## src/rtl/spi_slave_engine_if.sv

```systemverilog
// Word stream between the SPI slave engine
// and the register/FIFO layer.
interface spi_slave_engine_if #(
  parameter int N = 8
);
  logic [N-1:0] tx_data_i;
  logic         tx_valid_i;
  logic         tx_ready_o;
  logic [N-1:0] rx_data_o;
  logic         rx_valid_o;

  modport master (
    output tx_data_i,
    output tx_valid_i,
    input  tx_ready_o,
    input  rx_data_o,
    input  rx_valid_o
  );

  modport slave (
    input  tx_data_i,
    input  tx_valid_i,
    output tx_ready_o,
    output rx_data_o,
    output rx_valid_o
  );
endinterface

```

## src/rtl/spi_slave_engine.sv

```systemverilog
// SPI slave datapath in the system clock domain:
// pin sync, edge detect, all CPOL/CPHA modes, TX buffer.
module spi_slave_engine #(
  parameter int           N         = 8,
  parameter bit           CPOL      = 1'b0,
  parameter bit           CPHA      = 1'b0,
  parameter bit           LSB_FIRST = 1'b0,
  parameter logic [N-1:0] FILL      = '1
) (
  input  logic clk_c,
  input  logic reset_rn,
  input  logic sclk_i,
  input  logic cs_n_i,
  input  logic mosi_i,
  output logic miso_o,
  output logic miso_oe_o,
  output logic tx_underrun_o,
  output logic frame_abort_o,
  output logic busy_o,
  spi_slave_engine_if.slave bus
);

  localparam int CW = $clog2(N);

  typedef enum logic {
    IDLE,
    SHIFT
  } state_t;

  state_t state_q;
  state_t state_d;

  logic [1:0] sclk_s;
  logic       sclk_d;
  logic [1:0] cs_s;
  logic [1:0] mosi_s;

  logic [CW-1:0] bit_cnt;
  logic [N-1:0]  rx_sr;
  logic [N-1:0]  rx_nxt;
  logic [N-1:0]  tx_sr;
  logic [N-1:0]  buf_q;
  logic          buf_full;

  logic [N-1:0] rx_data_q;
  logic         rx_valid_q;
  logic         underrun_q;
  logic         abort_q;

  logic lead;
  logic trail;
  logic samp_e;
  logic shft_e;
  logic enter;
  logic leave;
  logic do_samp;
  logic do_shft;
  logic wrap;
  logic load;
  logic accept;

  always_ff @(posedge clk_c or negedge reset_rn) begin
    if (!reset_rn) begin
      sclk_s <= {2{CPOL}};
      sclk_d <= CPOL;
      cs_s   <= 2'b11;
      mosi_s <= 2'b00;
    end else begin
      sclk_s <= {sclk_s[0], sclk_i};
      sclk_d <= sclk_s[1];
      cs_s   <= {cs_s[0], cs_n_i};
      mosi_s <= {mosi_s[0], mosi_i};
    end
  end

  // leading edge leaves the idle level, trailing edge returns to it
  assign lead   = (sclk_s[1] != CPOL) && (sclk_d == CPOL);
  assign trail  = (sclk_s[1] == CPOL) && (sclk_d != CPOL);
  assign samp_e = CPHA ? trail : lead;
  assign shft_e = CPHA ? lead : trail;

  always_ff @(posedge clk_c or negedge reset_rn) begin
    if (!reset_rn) begin
      state_q <= IDLE;
    end else begin
      state_q <= state_d;
    end
  end

  always_comb begin
    state_d = state_q;
    enter   = 1'b0;
    leave   = 1'b0;
    do_samp = 1'b0;
    do_shft = 1'b0;
    unique case (state_q)
      IDLE: begin
        if (!cs_s[1]) begin
          state_d = SHIFT;
          enter   = 1'b1;
        end
      end
      SHIFT: begin
        if (cs_s[1]) begin
          state_d = IDLE;
          leave   = 1'b1;
        end else begin
          do_samp = samp_e;
          do_shft = shft_e;
        end
      end
      default: state_d = IDLE;
    endcase
  end

  assign wrap = do_samp && (bit_cnt == CW'(N - 1));

  // CPHA=0 needs the first bit on MISO before the first edge
  assign load = (enter && !CPHA)
             || (do_shft && (bit_cnt == '0));

  assign accept = bus.tx_valid_i && !buf_full;

  assign rx_nxt = LSB_FIRST
                ? {mosi_s[1], rx_sr[N-1:1]}
                : {rx_sr[N-2:0], mosi_s[1]};

  always_ff @(posedge clk_c or negedge reset_rn) begin
    if (!reset_rn) begin
      bit_cnt <= '0;
      rx_sr   <= '0;
    end else if (enter || leave) begin
      bit_cnt <= '0;
      rx_sr   <= '0;
    end else if (do_samp) begin
      rx_sr   <= rx_nxt;
      bit_cnt <= wrap ? '0 : bit_cnt + CW'(1);
    end
  end

  always_ff @(posedge clk_c or negedge reset_rn) begin
    if (!reset_rn) begin
      rx_data_q  <= '0;
      rx_valid_q <= 1'b0;
    end else begin
      rx_valid_q <= wrap;
      if (wrap) begin
        rx_data_q <= rx_nxt;
      end
    end
  end

  always_ff @(posedge clk_c or negedge reset_rn) begin
    if (!reset_rn) begin
      abort_q    <= 1'b0;
      underrun_q <= 1'b0;
    end else begin
      abort_q    <= leave && (bit_cnt != '0);
      underrun_q <= load && !buf_full;
    end
  end

  always_ff @(posedge clk_c or negedge reset_rn) begin
    if (!reset_rn) begin
      tx_sr <= '0;
    end else if (load) begin
      tx_sr <= buf_full ? buf_q : FILL;
    end else if (do_shft) begin
      tx_sr <= LSB_FIRST
             ? {1'b0, tx_sr[N-1:1]}
             : {tx_sr[N-2:0], 1'b0};
    end
  end

  // a load sees the buffer as it was before this cycle's accept
  always_ff @(posedge clk_c or negedge reset_rn) begin
    if (!reset_rn) begin
      buf_q    <= '0;
      buf_full <= 1'b0;
    end else if (load && buf_full) begin
      buf_full <= 1'b0;
    end else if (accept) begin
      buf_q    <= bus.tx_data_i;
      buf_full <= 1'b1;
    end
  end

  assign miso_oe_o = ~cs_s[1];
  assign miso_o    = miso_oe_o
                   & (LSB_FIRST ? tx_sr[0] : tx_sr[N-1]);

  assign busy_o        = (state_q == SHIFT);
  assign tx_underrun_o = underrun_q;
  assign frame_abort_o = abort_q;

  assign bus.tx_ready_o = ~buf_full;
  assign bus.rx_data_o  = rx_data_q;
  assign bus.rx_valid_o = rx_valid_q;

endmodule

```

## src/flat_wrapper.sv

```systemverilog
// flat-port wrapper written by rule: the top's interface ports become plain ports
module spi_slave_engine_flat 
#(
  parameter int           N         = 8,
  parameter bit           CPOL      = 1'b0,
  parameter bit           CPHA      = 1'b0,
  parameter bit           LSB_FIRST = 1'b0,
  parameter logic [N-1:0] FILL      = '1
)
  (clk_c, reset_rn, sclk_i, cs_n_i, mosi_i, miso_o, miso_oe_o, tx_underrun_o, frame_abort_o, busy_o, bus_tx_data_i, bus_tx_valid_i, bus_tx_ready_o, bus_rx_data_o, bus_rx_valid_o);
  spi_slave_engine_if #(.N(N)) bus_i ();
  input  logic clk_c;
  input  logic reset_rn;
  input  logic sclk_i;
  input  logic cs_n_i;
  input  logic mosi_i;
  output logic miso_o;
  output logic miso_oe_o;
  output logic tx_underrun_o;
  output logic frame_abort_o;
  output logic busy_o;
  input wire logic [$bits(bus_i.tx_data_i)-1:0] bus_tx_data_i;
  input wire logic [$bits(bus_i.tx_valid_i)-1:0] bus_tx_valid_i;
  output wire logic [$bits(bus_i.tx_ready_o)-1:0] bus_tx_ready_o;
  output wire logic [$bits(bus_i.rx_data_o)-1:0] bus_rx_data_o;
  output wire logic [$bits(bus_i.rx_valid_o)-1:0] bus_rx_valid_o;
  assign bus_i.tx_data_i = bus_tx_data_i;
  assign bus_i.tx_valid_i = bus_tx_valid_i;
  assign bus_tx_ready_o = bus_i.tx_ready_o;
  assign bus_rx_data_o = bus_i.rx_data_o;
  assign bus_rx_valid_o = bus_i.rx_valid_o;
  spi_slave_engine #(.N(N), .CPOL(CPOL), .CPHA(CPHA), .LSB_FIRST(LSB_FIRST), .FILL(FILL)) u_core (.clk_c(clk_c), .reset_rn(reset_rn), .sclk_i(sclk_i), .cs_n_i(cs_n_i), .mosi_i(mosi_i), .miso_o(miso_o), .miso_oe_o(miso_oe_o), .tx_underrun_o(tx_underrun_o), .frame_abort_o(frame_abort_o), .busy_o(busy_o), .bus(bus_i));
endmodule
```

## config.mk

```make
export PLATFORM = sky130hd
export DESIGN_NAME = spi_slave_engine_flat
export DESIGN_NICKNAME = d
export VERILOG_FILES = /design/src/rtl/spi_slave_engine_if.sv /design/src/rtl/spi_slave_engine.sv /design/src/flat_wrapper.sv
export SDC_FILE = /design/constraint.sdc
export NUM_CORES = 1
export LEC_CHECK = 0
export ABC_AREA = 0
export CAP_MARGIN = 20
export CORE_MARGIN = 5
export CORE_UTILIZATION = 48
export DETAILED_ROUTE_END_ITERATION = 8
export GPL_TIMING_DRIVEN = 0
export PLACE_DENSITY = 0.79
export SLEW_MARGIN = 20
export SYNTH_ARGS = -nofsm -noshare
export SYNTH_HDL_FRONTEND = slang
export SYNTH_SLANG_ARGS = --single-unit
```

## constraint.sdc

```tcl
create_clock -name clk_c -period 1.56 [get_ports clk_c]
set_input_delay 0.39 -clock clk_c [delete_from_list [all_inputs] [get_ports clk_c]]
set_output_delay 0.39 -clock clk_c [all_outputs]
set_load 0.1 [all_outputs]
```

# Word level (Yosys, flattened, before mapping)
# Cells that the tools add are included.
[word_totals] regBits=46 inputBits=14 out_inout_bits=15 wordCells=57
[classes] n_addsub=1 eq_ne=1 mux=18 bitwise_logic=6 n_reduce_logical=17
[op_table] cell="two-way mux 8 bit" n=3
[op_table] cell="two-way mux 7 bit" n=2
[op_table] cell="two-way mux 1 bit" n=10
[op_table] cell="two-way mux 3 bit" n=3
[op_table] cell="logical AND 1 bit" n=8
[op_table] cell="nonzero test 2 bit" n=3
[op_table] cell="inverter 1 bit" n=5
[op_table] cell="adder 3 x 1 -> 3 bit, second input constant" n=1
[op_table] cell="== test 3 bit, second input constant" n=1
[op_table] cell="logical NOT 3 bit" n=1
[op_table] cell="nonzero test 3 bit" n=1
[op_table] cell="logical OR 1 bit" n=2
[op_table] cell="AND reduction 2 bit" n=1
[op_table] cell="bitwise AND 1 bit" n=1
[op_table] cell="logical NOT 1 bit" n=1

# Depth between registers and ports, before layout
[logic_depth] ltp_word=9 depth_mapped=7

# Least setup slack after synthesis
# Ideal clock, no wire load.
[synth_timing] kind="reg2reg" from="register u_core.state_q, in the netlist u_core.busy_o" to="register u_core.tx_sr[5]" setup_ps=93 arrival_time_ps=2023 required_time_ps=1467 path_slack_ps=-557 stages_incl_launch_ff=8 synth_period_minus_slack_ps=2117 path_cell_list="dfrtp_1 -> inv_1 -> ha_1 -> buf_2 -> inv_2 -> buf_2 -> a211oi_1 -> o31ai_2"
[synth_between] elab_chain_len=4 word_cells_on_any_way=6 classes_between="mux: 3; reduce/logical: 3"
[synth_rtl] item="from (decl)" line="spi_slave_engine.sv:30" source="state_t state_q;"
[synth_rtl] item="from (signal assigned)" line="spi_slave_engine.sv:86" source="state_q <= state_d;"
[synth_rtl] item="two-way mux 1 bit" line="spi_slave_engine.sv:96" source="unique case (state_q)"
[synth_rtl] item="logical AND 1 bit" line="spi_slave_engine.sv:120" source="|| (do_shft && (bit_cnt == '0));"
[synth_rtl] item="logical OR 1 bit" line="spi_slave_engine.sv:120"
[synth_rtl] item="two-way mux 8 bit or nonzero test 2 bit (tied branches)"
[synth_rtl] item="to (signal assigned)" line="spi_slave_engine.sv:167" source="tx_sr <= buf_full ? buf_q : FILL;"
[synth_rtl] item="to (signal assigned)" line="spi_slave_engine.sv:169" source="tx_sr <= LSB_FIRST"
[synth_rtl] item="to (decl)" line="spi_slave_engine.sv:41" source="logic [N-1:0] tx_sr;"
# Several ways; a longest one is shown, not always the timed one.
# A chain may end at the register's enable or synchronous reset.

# Worst setup path in the final report
[layout_timing] from="register u_core.cs_s[1]" to="output port miso_o"
[layout_between] elab_chain_len=2
[layout_rtl] item="from (decl)" line="spi_slave_engine.sv:35" source="logic [1:0] cs_s;"
[layout_rtl] item="from (signal assigned)" line="spi_slave_engine.sv:71" source="cs_s <= {cs_s[0], cs_n_i};"
[layout_rtl] item="inverter 1 bit" line="spi_slave_engine.sv:188" source="assign miso_oe_o = ~cs_s[1];"
[layout_rtl] item="bitwise AND 1 bit" line="spi_slave_engine.sv:190" source="& (LSB_FIRST ? tx_sr[0] : tx_sr[N-1]);"
[layout_rtl] item="to (decl)" line="flat_wrapper.sv:17" source="output logic miso_o;"
# No other way between the ends.

==> run summary <==
===============================================================================
Clock tree buffer depth                                                       2
Starting utilization of the core area                                    49.39%
Cell with the most instances after synthesis                            dfrtp_1
Cell Area, Synth                                                      1976 um^2
Largest driver fanout on the critical path                                    3
Final HPWL from detailed placement                                      2784 um
H-tree depth                                                                  2
Maximum number of pins on one net before global-route repair                 29
Unrepaired setup endpoints after global routing                            true
Type of element launching the critical path                                flop
Clock-pin slew on the worst setup and hold paths                        0.08 ns
Leakage                                                                1.181 nW
Final weighted congestion of routability-driven global placement         0.8219
Ordered list of cells on the worst path                            and2b_1 > buf_6
Post-route ant nets                                                           0
Commonest register cell after synthesis                                 dfrtp_1
First DRT Iteration DRCs                                                    141
Antenna violations before repair                                              0
Worst min-delay path class                                         primary input to async pin
Fraction of met1 tracks used by global routing                           19.02%
Warning count from the yosys run                                              0
WS Path Type                                                       flop to output port
Core Region                                                           4000 um^2
Achievable frequency                                                 0.6130 GHz
Gate count of the mapped netlist                                            158
Insertion delay of the later-clocked pin in the worst-skew pair         0.29 ns
Violations in the final reports                                    negative setup slack
Count of input and output buffers                                            28
Die height                                                             74.16 um
Area share of the leading cell type in the synthesized netlist           55.73%
Total instance count after detailed placement                               237
Final Cycle Share                                                        104.6%
Final Slew Violations                                                         0
Die extent in x                                                        74.16 um
Global-route wire length before repair                                  6768 um
Share of cells above drive strength 1                                    37.00%
Slowest cell on crit path                                               dfstp_2
Transition time at the pin with the least slew margin                 0.4882 ns
Number of I/O pins                                                           29
Areal power density over the cells                                 1100 nW/um^2
Drt pass-1 iters                                                              4
TritonCTS clock tree                                                        yes
Final Hold Violating Endpoints                                                0
Post-route DRC violation count                                                0
Nets in the synthesized netlist                                             177
Global Route met3 Usage                                                  4.865%
Critical path's largest stage delay                                     0.57 ns
Number of synthesized flops with an enable pin                                0
Result of the run                                                  complete, but fails checks
Die footprint                                                         5499 um^2
Cell family contributing the most delay on the critical path         flip-flops
Overflow after GRT                                                            0
Count of final setup violators                                                2
Layer with the highest usage                                               met2
Average vias per placed instance                                          5.428
Via count of the first global-routing pass                                1,447
Clock root buffer                                                      clkbuf_8
Buffers and inverters on the worst path                                       1
Final WS setup                                                      -0.07141 ns
Count of non-filler cells in the finished layout                            250
Cell variety after synth                                                     32
Number of sinks driven by the clock tree                                     46
Maximum resistive drop on vdd                                         0.5529 mV
Worst slew margin                                                        67.68%
Total number of placement rows                                               23
Largest cells by area after synthesis                              dfrtp_1 (56%), mux2_1 (4.6%), mux2_2 (4.6%)
Via count of the routed design                                            1,357
Overall global routing resource usage                                    16.14%
Count of inserted antenna diode cells                                         0
Util after Layout                                                        63.53%
Clock buffers created by TritonCTS                                            5
Kind of end point of the critical path                              output port
Arrival time of the worst setup path                                    1.24 ns
Max-capacitance violation count                                               0
Fraction of registers with async set/reset                               100.0%
Net count, final                                                            218
Relative area change from synthesis to final layout                      28.63%
Mapped Avg Cell Area                                                 12.50 um^2
Most frequent cells after synthesis                                dfrtp_1 (44), nand2_1 (17), mux2_1 (8), mux2_2 (8), nand3_1 (8)
Number of hold buffers added after cts                                        0
Minimum clock period                                                   1.631 ns
Routed wire length                                                      4002 um
Wire per inst                                                          16.01 um
Post-Route Skew                                                     0.003562 ns
Biggest area consumer among synthesized cells                           dfrtp_1
GR Layer Usage met2                                                      27.85%
Yosys reg bits                                                               46
Part of the Yosys area used for sequential elements                      58.39%
Required time at the endpoint of the critical path                      1.17 ns
===============================================================================
-- stage by stage --
stage / power, mW / setup TNS (ns) / hold slack (ns) / area, um^2 / setup slack [ns]
floorplan: 1.885 / -5.975 / 0.09441 / 2019 / -0.5096
global placement: 2.032 / -53.50 / 0.3344 / 2362 / -1.330
detailed placement: 2.075 / -6.536 / 0.3373 / 2377 / -0.6673
CTS: 2.775 / -0.1838 / 0.04052 / 2500 / -0.07497
global route: 2.935 / -0.7252 / 0.05306 / 2541 / -0.1238
finish: 2.796 / -0.1064 / 0.02697 / 2541 / -0.07141
-- flip-flops by register name, indices dropped and copies added (netlist names) --
signal,count
u_core.busy_o,1
u_core.tx_sr,8
u_core.bit_cnt,3
u_core.buf_q,8
u_core.tx_underrun_o,1
u_core.cs_s,2
u_core.frame_abort_o,1
u_core.sclk_s,2
u_core.buf_full,1
u_core.sclk_d,1
u_core.bus.rx_valid_o,1
u_core.rx_sr,7
u_core.mosi_s,2
u_core.bus.rx_data_o,8
-- cell families (layout without fill, tap and decap cells) --
logic type	Yosys count	after routing	share of synthesized area (%)
flip-flops	46	46	58.39
AND/OR/NAND/NOR	46	47	12.86
AO/OA/AOI/OAI	28	28	12.10
buffers and inverters	17	58	4.369
multiplexers	16	16	9.120
adder cells (fa/ha/maj)	5	5	3.167
-- layout make-up --
class,count,area [um^2]
flip-flops and latches,46,1157
repair buffers,36,316.6
clock buffers,6,72.57
fillers,301,1459
well taps,50,62.56
plain buffers,7,60.06
multi-input cells,96,824.5
clock inverters,2,10.01
inverters,7,37.54
-- report_power, final --
group	switching, mW	internal, mW
sequential	0.109	1.35
combinational	0.357	0.296
clock	0.373	0.310
total	0.840	1.96
-- worst paths after layout --
check	end	start	cells after the start	slack (ns)
max	miso_o	u_core.cs_s[1]	2	-0.07
min in group clk_c	u_core.mosi_s[1]	u_core.mosi_s[0]	0	0.36
min	u_core.frame_abort_o	reset_rn	1	0.03
max in group asynchronous	u_core.buf_q[2]	reset_rn	2	1.04
min reg2reg	u_core.mosi_s[1]	u_core.mosi_s[0]	0	0.36
max reg2reg	u_core.bus.rx_data_o[3]	u_core.cs_s[1]	5	0
-- metal layers --
layer | wire, um | up-vias
met5 | 0 | -
met4 | 91 | 0
met3 | 254 | 13
li1 | - | 628
met2 | 2051 | 40
met1 | 1605 | 676
-- cells in the final DEF, fill, tap and decap left out, types with 3 or more instances in the layout --
cell type        instances
dfrtp_1                 43
nand2_1                 17
buf_2                   14
clkdlybuf4s50_1         12
a21boi_1                10
mux2_2                   8
nand3_1                  7
o31ai_2                  7
buf_4                    6
inv_1                    5
buf_6                    5
a211oi_1                 5
mux2_1                   5
clkbuf_8                 5
nor3_1                   4
mux2_4                   3
ha_1                     3
buf_12                   3
-- timing repair --
item / CTS / global route
setup endpoints to repair: 33 / 34
cloned: 1 / 0
setup buffers: 5 / 2
pin swaps: 2 / 3
resized for setup: 84 / 24
endpoints found under the hold margin: 0 / 0
Note: power is estimated with default switching activity, not from simulation.
